==> config.mk <==
export PLATFORM = sky130hd
export DESIGN_NAME = imem_stream_loader
export DESIGN_NICKNAME = d
export VERILOG_FILES = /design/src/rtl/imem_stream_loader_pkg.sv /design/src/rtl/imem_stream_loader.sv
export SDC_FILE = /design/constraint.sdc
export NUM_CORES = 1
export LEC_CHECK = 0
export CAP_MARGIN = 5
export CORE_AREA = 2 2 85 87
export CTS_CLUSTER_SIZE = 28
export DETAILED_ROUTE_END_ITERATION = 12
export DIE_AREA = 0 0 87 89
export GPL_ROUTABILITY_DRIVEN = 0
export GPL_TIMING_DRIVEN = 0
export PLACE_DENSITY = 0.89
export SETUP_SLACK_MARGIN = 0.3
export SLEW_MARGIN = 40
export SYNTH_ARGS = -nofsm -noshare
export SYNTH_HDL_FRONTEND = slang
export SYNTH_SLANG_ARGS = --single-unit
==> constraint.sdc <==
create_clock -name clk -period 4.7 [get_ports clk]
set_clock_uncertainty 0.1 [all_clocks]
set_input_delay 0.47 -clock clk [delete_from_list [all_inputs] [get_ports clk]]
set_output_delay 0.47 -clock clk [all_outputs]
set_load 0.05 [all_outputs]
==> src/rtl/imem_stream_loader_pkg.sv <==
// Shared definitions for the instruction-memory stream loader.
// Contents:
//   state_t          loader FSM states
//   FRAME_HDR_BYTES  bytes in the frame length header (len_lo, len_hi)
//   BYTES_PER_WORD   payload bytes per instruction word
package loader_pkg;

  typedef enum logic [2:0] {
    LEN_LO = 3'd0,
    LEN_HI = 3'd1,
    DATA   = 3'd2,
    CSUM   = 3'd3,
    DONE   = 3'd4,
    ERROR  = 3'd5
  } state_t;

  localparam int FRAME_HDR_BYTES = 2;
  localparam int BYTES_PER_WORD  = 4;

endpackage

==> src/rtl/imem_stream_loader.sv <==
// Instruction-memory stream loader.
// Takes a framed byte stream (len_lo, len_hi, 4*N payload bytes, XOR checksum)
// over a valid/ready handshake and writes the payload into a byte-wide
// instruction memory starting at BASE_ADDR, one cycle after each byte is
// accepted. The processor is held in reset until a frame loads cleanly.
//
// Ports:
//   clk, reset        clock and asynchronous active-high reset
//   start             one-cycle re-arm pulse, honoured only in DONE or ERROR
//   in_valid/in_data  byte source
//   in_ready          loader can take a byte (decoded from the state register)
//   mem_we/mem_addr/mem_wdata  registered byte write port
//   cpu_reset         processor reset, low only in DONE
//   done, error       frame outcome flags
//   words_loaded      complete words written in the current frame
//
// States:
//   LEN_LO | waiting for N[7:0]
//   LEN_HI | waiting for N[15:8], then length check
//   DATA   | receiving payload bytes, one memory write per byte
//   CSUM   | waiting for the checksum byte
//   DONE   | frame good, processor released
//   ERROR  | frame rejected, processor held in reset
module imem_stream_loader
  import loader_pkg::*;
#(
  parameter int IMEM_BYTES = 1024,
  parameter int ADDR_W     = 10,
  parameter int BASE_ADDR  = 0
) (
  input  logic              clk,
  input  logic              reset,
  input  logic              start,
  input  logic              in_valid,
  input  logic [7:0]        in_data,
  output logic              in_ready,
  output logic              mem_we,
  output logic [ADDR_W-1:0] mem_addr,
  output logic [7:0]        mem_wdata,
  output logic              cpu_reset,
  output logic              done,
  output logic              error,
  output logic [15:0]       words_loaded
);

  localparam int CAP_BYTES = IMEM_BYTES - BASE_ADDR;

  state_t          state;
  logic [15:0]     len;
  logic [ADDR_W:0] addr;   // one extra bit so the final increment cannot wrap
  logic [7:0]      csum;
  logic [1:0]      byte_idx;

  logic        accept;
  logic [15:0] hdr_len;
  logic [31:0] hdr_bytes;
  logic        len_bad;
  logic        word_end;
  logic        last_byte;

  assign in_ready = (state != DONE) && (state != ERROR);
  assign accept   = in_valid && in_ready;

  // Length as it will be once len_hi is taken; checked against free space.
  assign hdr_len   = {in_data, len[7:0]};
  assign hdr_bytes = {14'd0, hdr_len, 2'b00};
  assign len_bad   = (hdr_len == 16'd0) || (hdr_bytes > 32'(CAP_BYTES));

  assign word_end  = (byte_idx == 2'(BYTES_PER_WORD - 1));
  // words_loaded < len always holds in DATA, so the +1 cannot wrap.
  assign last_byte = word_end && ((words_loaded + 16'd1) == len);

  always_ff @(posedge clk or posedge reset) begin
    if (reset) begin
      state        <= LEN_LO;
      len          <= '0;
      addr         <= (ADDR_W+1)'(BASE_ADDR);
      csum         <= '0;
      byte_idx     <= '0;
      mem_we       <= 1'b0;
      mem_addr     <= '0;
      mem_wdata    <= '0;
      cpu_reset    <= 1'b1;
      done         <= 1'b0;
      error        <= 1'b0;
      words_loaded <= '0;
    end else begin
      mem_we <= 1'b0;
      case (state)
        LEN_LO: begin
          if (accept) begin
            len[7:0] <= in_data;
            state    <= LEN_HI;
          end
        end
        LEN_HI: begin
          if (accept) begin
            len[15:8] <= in_data;
            if (len_bad) begin
              state <= ERROR;
              error <= 1'b1;
            end else begin
              state <= DATA;
            end
          end
        end
        DATA: begin
          if (accept) begin
            mem_we    <= 1'b1;
            mem_addr  <= addr[ADDR_W-1:0];
            mem_wdata <= in_data;
            addr      <= addr + 1'b1;
            csum      <= csum ^ in_data;
            byte_idx  <= byte_idx + 2'd1;
            if (word_end) words_loaded <= words_loaded + 16'd1;
            if (last_byte) state <= CSUM;
          end
        end
        CSUM: begin
          if (accept) begin
            if (in_data == csum) begin
              state     <= DONE;
              done      <= 1'b1;
              cpu_reset <= 1'b0;
            end else begin
              state <= ERROR;
              error <= 1'b1;
            end
          end
        end
        DONE, ERROR: begin
          if (start) begin
            state        <= LEN_LO;
            done         <= 1'b0;
            error        <= 1'b0;
            cpu_reset    <= 1'b1;
            words_loaded <= '0;
            csum         <= '0;
            byte_idx     <= '0;
            addr         <= (ADDR_W+1)'(BASE_ADDR);
          end
        end
        default: begin
          state <= LEN_LO;
        end
      endcase
    end
  end

endmodule

# After elaboration in Yosys (flattened, before gate mapping)
# Cells that the tools add are included.
totals:
  in_bits: 12
  reg_bits: 78
  word_cells: 93
  output_inout_bits: 39
classes:
  addsub: 3
  n_bitwise: 1
  n_eq_ne: 20
  magnitude_cmp: 1
  mux: 37
  reduce_logical: 18
op_table:
  columns: ["op", "n"]
  rows:
  - ["2-to-1 mux 16 bit", 3]
  - ["case mux 16 bit (2 select lines)", 1]
  - ["2-to-1 mux 11 bit", 2]
  - ["case mux 11 bit (2 select lines)", 1]
  - ["2-to-1 mux 3 bit", 7]
  - ["!= test 2 bit (second input constant)", 10]
  - ["greater-than comparator 18 x 11 -> 1 bit (second input constant)", 1]
  - ["adder 16 x 1 -> 16 bit (second input constant)", 1]
  - ["equality test 16 bit", 1]
  - ["logical NOT 16 bit", 1]
  - ["2-to-1 mux 8 bit", 2]
  - ["case mux 8 bit (2 select lines)", 1]
  - ["case mux 3 bit (5 select lines)", 1]
  - ["2-to-1 mux 1 bit", 13]
  - ["AND reduction 6 bit", 2]
  - ["adder 11 x 1 -> 11 bit (second input constant)", 1]
  - ["equality test 8 bit", 1]
  - ["AND reduction 4 bit", 2]
  - ["bitwise XOR 8 bit", 1]
  - ["equality test 3 x 2 -> 1 bit (second input constant)", 2]
  - ["equality test 3 bit (second input constant)", 2]
  - ["!= test 3 bit (second input constant)", 2]
  - ["AND reduction 2 bit", 3]
  - ["2-to-1 mux 2 bit", 2]
  - ["13 further kinds", 17]

# Logic depth before layout (Yosys ltp)
logic_depth:
  depth_word: 6
  depth_mapped: 9
  mapped_depth_nobuf: 8

# Least setup slack after synthesis
# OpenSTA, ideal clock, no wires.
synth_timing:
  path_type: "reg-to-reg"
  startpoint: "register words_loaded[0]"
  endpoint: "register state[0]"
  stages_incl_launch_ff: 8
  setup_time_ns: 0.082
  n_path_buf: 0
  period_less_slack_ns: 2.564
  required_time_ns: 4.518
  setup_slack_ns: 2.136
  arrival_ns: 2.382
  cell_sequence: "dfrtp_1 > ha_1 > nand3_1 > or3_1 > a221oi_2 > nand4_1 > a2111o_1 > a31oi_1"
synth_between:
  elab_chain_cells: 5
synth_lines:
  columns: ["element", "line", "text"]
  rows:
  - ["start: declaration", "imem_stream_loader.sv:43", "output logic [15:0] words_loaded"]
  - ["start signal: assignment", "imem_stream_loader.sv:115", "if (word_end) words_loaded <= words_loaded + 16'd1;"]
  - ["adder 16 x 1 -> 16 bit", "imem_stream_loader.sv:71", "assign last_byte = word_end && ((words_loaded + 16'd1) == len);"]
  - ["equality test 16 bit", "imem_stream_loader.sv:71", null]
  - ["logical AND 1 bit", "imem_stream_loader.sv:71", null]
  - ["!= test 2 bit (no source line)", null, null]
  - ["AND reduction 6 bit (no source line)", null, null]
  - ["end signal: assignment", "imem_stream_loader.sv:75", "state <= LEN_LO;"]
  - ["end signal: assignment", "imem_stream_loader.sv:93", "state <= LEN_HI;"]
  - ["end signal: assignment", "imem_stream_loader.sv:100", "state <= ERROR;"]
  - ["end: declaration", "imem_stream_loader.sv:48", "state_t state;"]
# Every way passes these cells.
# A chain may end at the register's enable or synchronous reset.

# Worst setup path in the final report
layout_timing:
  startpoint: "input port in_valid"
  endpoint: "register words_loaded[9]"
layout_between:
  elab_chain_cells: 3
layout_lines:
  columns: ["element", "line", "text"]
  rows:
  - ["start: declaration", "imem_stream_loader.sv:34", "input logic in_valid,"]
  - ["logical AND 1 bit", "imem_stream_loader.sv:62", "assign accept = in_valid && in_ready;"]
  - ["!= test 2 bit (no source line)", null, null]
  - ["AND reduction 4 bit (no source line)", null, null]
# Every way passes these cells.

==> results.md <==
* Synth warnings at 0
* CTS max path bufs at 2
* Post-cts gate resize count at 0
* Synth Flop Type: sky130_fd_sc_hd__dfrtp_1
* Async set-or-reset flop fraction in the synthesized netlist at 100%
* Area of the core at roughly 0.0067 mm²
* Switching portion of total power at between 30 and 40%
* Number of antenna violations at the first check in global routing at 0
* Final hold viol count at 0
* DRT iter0 DRCs at 241
* Overall power consumption at 1.83 mW
* Average wire length per cell after detail routing at around 17 µm
* Register bit count reported by yosys at 77
* Count of port buffers added during placement at 50
* Maximum fanout count along the critical path at 10
* Net Sw Power at around 0.57 mW
* Area growth syn-to-layout at 21.9%
* Fraction of power consumed by combinational cells at 23.7%
* Setup TNS Final at 0 ns
* Unrepaired setup endpoints after global routing: no
* Width of the die at 87 µm
* Starting utilization of the core area at 58.0%
* Setup-failing EPs final at 0
* Utilization after layout at roughly 71%
* Post-synthesis cell type count at roughly 50
* Global-route usage over all layers at between 20 and 30%
* Portion of the clock cycle consumed by the worst path in the final layout at about 57%
* Sequential Power Share at 45.7%
* Number of instances in the placed design at between 500 and 600
* Net Count, Synth at around 430
* Row count at 30
* Critical path launch point type: primary input
* Inserted Clock Buffers at 9
* Critical path arrival at around 2.8 ns
* Diode count at 0
* Storage cell area at 0.00193 mm²
* Power Dens Cells at 385 mW/mm²
* Proportion of power drawn by the clock network at between 30% and 40%
* Relative max-transition margin at between 50 and 60%
* Total die area at between 0.007 and 0.008 mm²
* Share of synthesized area occupied by flip-flops and latches at between 40% and 50%
* Gr ovfl total at 0
* Final net count at 494
* Leakage power at approximately 2.1 nW
* CTS clock-pin slew for the worst setup and hold paths at approximately 0.090 ns
* Pin count of the biggest net entering global routing at 64
* Achievable clock frequency at around 380 MHz
* Total setup buffers inserted after CTS at 0
* Routed vias at 3383
* Minimum period implied by the final worst setup slack at about 2.7 ns
* Synthesized-area fraction occupied by ao, oa, aoi and oai cells at between 10% and 20%
* Cells taking the most area after synthesis: sky130_fd_sc_hd__dfrtp_1, sky130_fd_sc_hd__nand2_1, sky130_fd_sc_hd__o21ai_0
* Area of all placed cells without fillers at about 0.0048 mm²
* Hold buffers post-CTS at 0
* Maximum single-stage delay on the critical path at about 0.57 ns
* Simple-gate area share of the yosys netlist at about a fifth
* Result of the run: completed
* H-tree depth at 3
* Main combinational cell family by area after synthesis: simple AND/OR/NAND/NOR gates
* Cell type contributing the most total cell area after synthesis: sky130_fd_sc_hd__dfrtp_1
* Fraction of layout cells with a size suffix above 1 at 9.71%
* Instance count of the mapped netlist at ~420
* Most frequent cell on the critical path: sky130_fd_sc_hd__clkbuf_1
* Non-filler instance count after layout at ~560
* Internal Power at 1.26 mW
* Global-route wire length before repair at between 15000 and 20000 µm
* Required time of the critical path at 4.84 ns
* Root cell of the clock tree: sky130_fd_sc_hd__clkbuf_8
* HPWL after detailed placement at 6360 µm
* Sinks on the clock net at 77
* Area of the multi-input gates at around 0.0019 mm²
* Final Routed Wirelength at between 9000 and 10000 µm
* Remaining routing DRC violations at 0
* Fraction of synthesized cell area in xor and xnor cells at slightly above 7%
* Max-cap violations at 0
* Die height at between 80 and 90 µm
* Post-synthesis share of cell area spent on full adders, half adders and majority gates at less than 1%
* Hold Crit Class: primary input to async pin
* IO Pins at roughly 50
* Number of flops mapped to enable cells by yosys at 0
* Cell area after synthesis at 0.00390 mm²
* Slew Viols, Final at 0
* Multiplexer share of the synthesized area at about 6%
* Total iterations of the first detailed-routing run at 5
* Fraction of post-synthesis cell area in the top cell type by area at 48.8%
* Standard cell with the maximum stage delay on the critical path: sky130_fd_sc_hd__clkdlybuf4s50_1
* Transition at the pin with the smallest max-transition slack at approximately 0.63 ns
* Via density per instance at between 5 and 6
* Via count of the first global-routing pass at approximately 3300
* Clk_lat worst skew at 0.36 ns
* Mean instance size in the synthesized netlist at about 9.3 µm²
* TritonCTS clock tree: done
* Placed cell areas at 0.00453 mm²
* Maximum ir drop on the vdd rail at between 0.0002 and 0.00025 V
* Element type at the critical path end: register
* Remaining number of nets flagged by the antenna check after routing at 0
* Setup CP Type: primary input to register
* Filler instances at 513
* Critical Path, Cell by Cell: clkdlybuf4s50_1 -> nor3b_1 -> nand2_1 -> inv_2 -> and2_1 -> clkbuf_1 -> nor2_1 -> clkbuf_1 -> o21ai_0 -> o31ai_1
==> routing by layer <==
layer	wire length, µm	vias to the layer above	global-route usage [%]	share of wire (%)
met5	0	-	0	0
met3	528	25	5.26	5.6
met1	3990	1658	32.5	43
li1	-	1570	-	-
met2	4640	130	44.0	49
met4	221	0	11.1	2.4
==> synth_stat cells, drive strengths merged, types with 3 or more instances <==
library cell	number
mux2	16
o21ai	45
a31oi	4
ha	3
nand2	91
and3	7
nor4	3
nand3	9
nor2b	3
a211o	3
nor2	35
mux2i	5
clkbuf	15
xor2	7
nor3	6
o22ai	3
o31ai	4
xnor2	21
nand4	8
nand2b	3
or3	6
dfrtp	76
inv	8
buf	3
a21oi	8
==> stage by stage <==
step / hold WS, ns / setup WS [ns]
5_1_grt: 0.303 / 1.85
6_report: 0.297 / 2.04
2_1_floorplan: 0.348 / 2.14
4_1_cts: 0.295 / 2.04
3_3_place_gp: 0.358 / 1.03
3_5_place_dp: 0.362 / 1.73
==> power groups by stage <==
stage	sequential, mW	clock (mW)	combinational (mW)
floorplan	0.840	0	0.312
global placement	0.837	0	0.405
detailed placement	0.847	0	0.424
CTS	0.834	0.568	0.431
global route	0.845	0.600	0.466
finish	0.836	0.561	0.433
==> registers in the layout (all words and copies together) (netlist names), 2 cells and up <==
name and cells:
len 16, words_loaded 16, addr 10, mem_addr 10, csum 8, mem_wdata 8
state 3, byte_idx 2
==> worst max-delay path: cells and delay by family <==
| family | cells | cell delay, ns |
|---|---|---|
| buffers and inverters | 4 | 1.28 |
| AOI/OAI and AO/OA | 2 | 0.35 |
| and+or+nand+nor | 4 | 0.70 |
==> final timing paths <==
| path | start | to | slack, ns | cells after the start |
|---|---|---|---|---|
| worst min register to register | mem_addr[7] | mem_addr[7] | 0.38 | 2 |
| worst max register to register | words_loaded[0] | state[0] | 2.17 | 7 |
| worst max-delay path | in_valid | words_loaded[9] | 2.04 | 10 |
| min in group clk | mem_addr[7] | mem_addr[7] | 0.38 | 2 |
| worst min-delay path | reset | words_loaded[8] | 0.30 | 2 |
| max in group asynchronous | reset | cpu_reset | 3.65 | 3 |
==> cell type report <==
class,count,share of cell area (%)
Timing Repair Buffer,51,11.1
Buffer,18,1.66
Clock buffer,9,2.61
Sequential cell,77,40.6
Multi-Input combinational cell,314,39.1
Clock inverter,7,2.05
Tap cell,80,2.11
Inverter,8,0.737
==> layout by cell type, fill, tap and decap left out, types with 3 or more instances in the layout <==
cell | synthesis | layout
sky130_fd_sc_hd__nand4_1 | 7 | 7
sky130_fd_sc_hd__a211o_1 | 3 | 3
sky130_fd_sc_hd__xor2_1 | 7 | 7
sky130_fd_sc_hd__and3_1 | 7 | 7
sky130_fd_sc_hd__nand3_1 | 9 | 9
sky130_fd_sc_hd__xnor2_1 | 20 | 20
sky130_fd_sc_hd__a31oi_1 | 4 | 4
sky130_fd_sc_hd__nor2_1 | 35 | 35
sky130_fd_sc_hd__dfrtp_1 | 76 | 76
sky130_fd_sc_hd__clkbuf_8 | 0 | 9
sky130_fd_sc_hd__clkbuf_1 | 14 | 14
sky130_fd_sc_hd__nand2b_1 | 3 | 3
sky130_fd_sc_hd__nor3_1 | 6 | 6
sky130_fd_sc_hd__or3_1 | 6 | 6
sky130_fd_sc_hd__o31ai_1 | 4 | 4
sky130_fd_sc_hd__nor2b_1 | 3 | 3
sky130_fd_sc_hd__o22ai_1 | 3 | 3
sky130_fd_sc_hd__nand2_1 | 91 | 91
sky130_fd_sc_hd__o21ai_0 | 45 | 45
sky130_fd_sc_hd__mux2i_1 | 5 | 5
sky130_fd_sc_hd__nor4_1 | 3 | 3
sky130_fd_sc_hd__a21oi_1 | 8 | 8
sky130_fd_sc_hd__clkdlybuf4s50_1 | 0 | 50
sky130_fd_sc_hd__mux2_2 | 16 | 16
sky130_fd_sc_hd__inv_1 | 7 | 6
sky130_fd_sc_hd__ha_1 | 3 | 3
==> cells by family after synthesis <==
kind of cell	count (synthesis)
AND/OR/NAND/NOR	181
AO/OA/AOI/OAI	80
flip-flops	77
XOR/XNOR	29
buffers and inverters	26
multiplexers	21
adder cells (fa/ha/maj)	3
(Power assumes the default switching activity.)
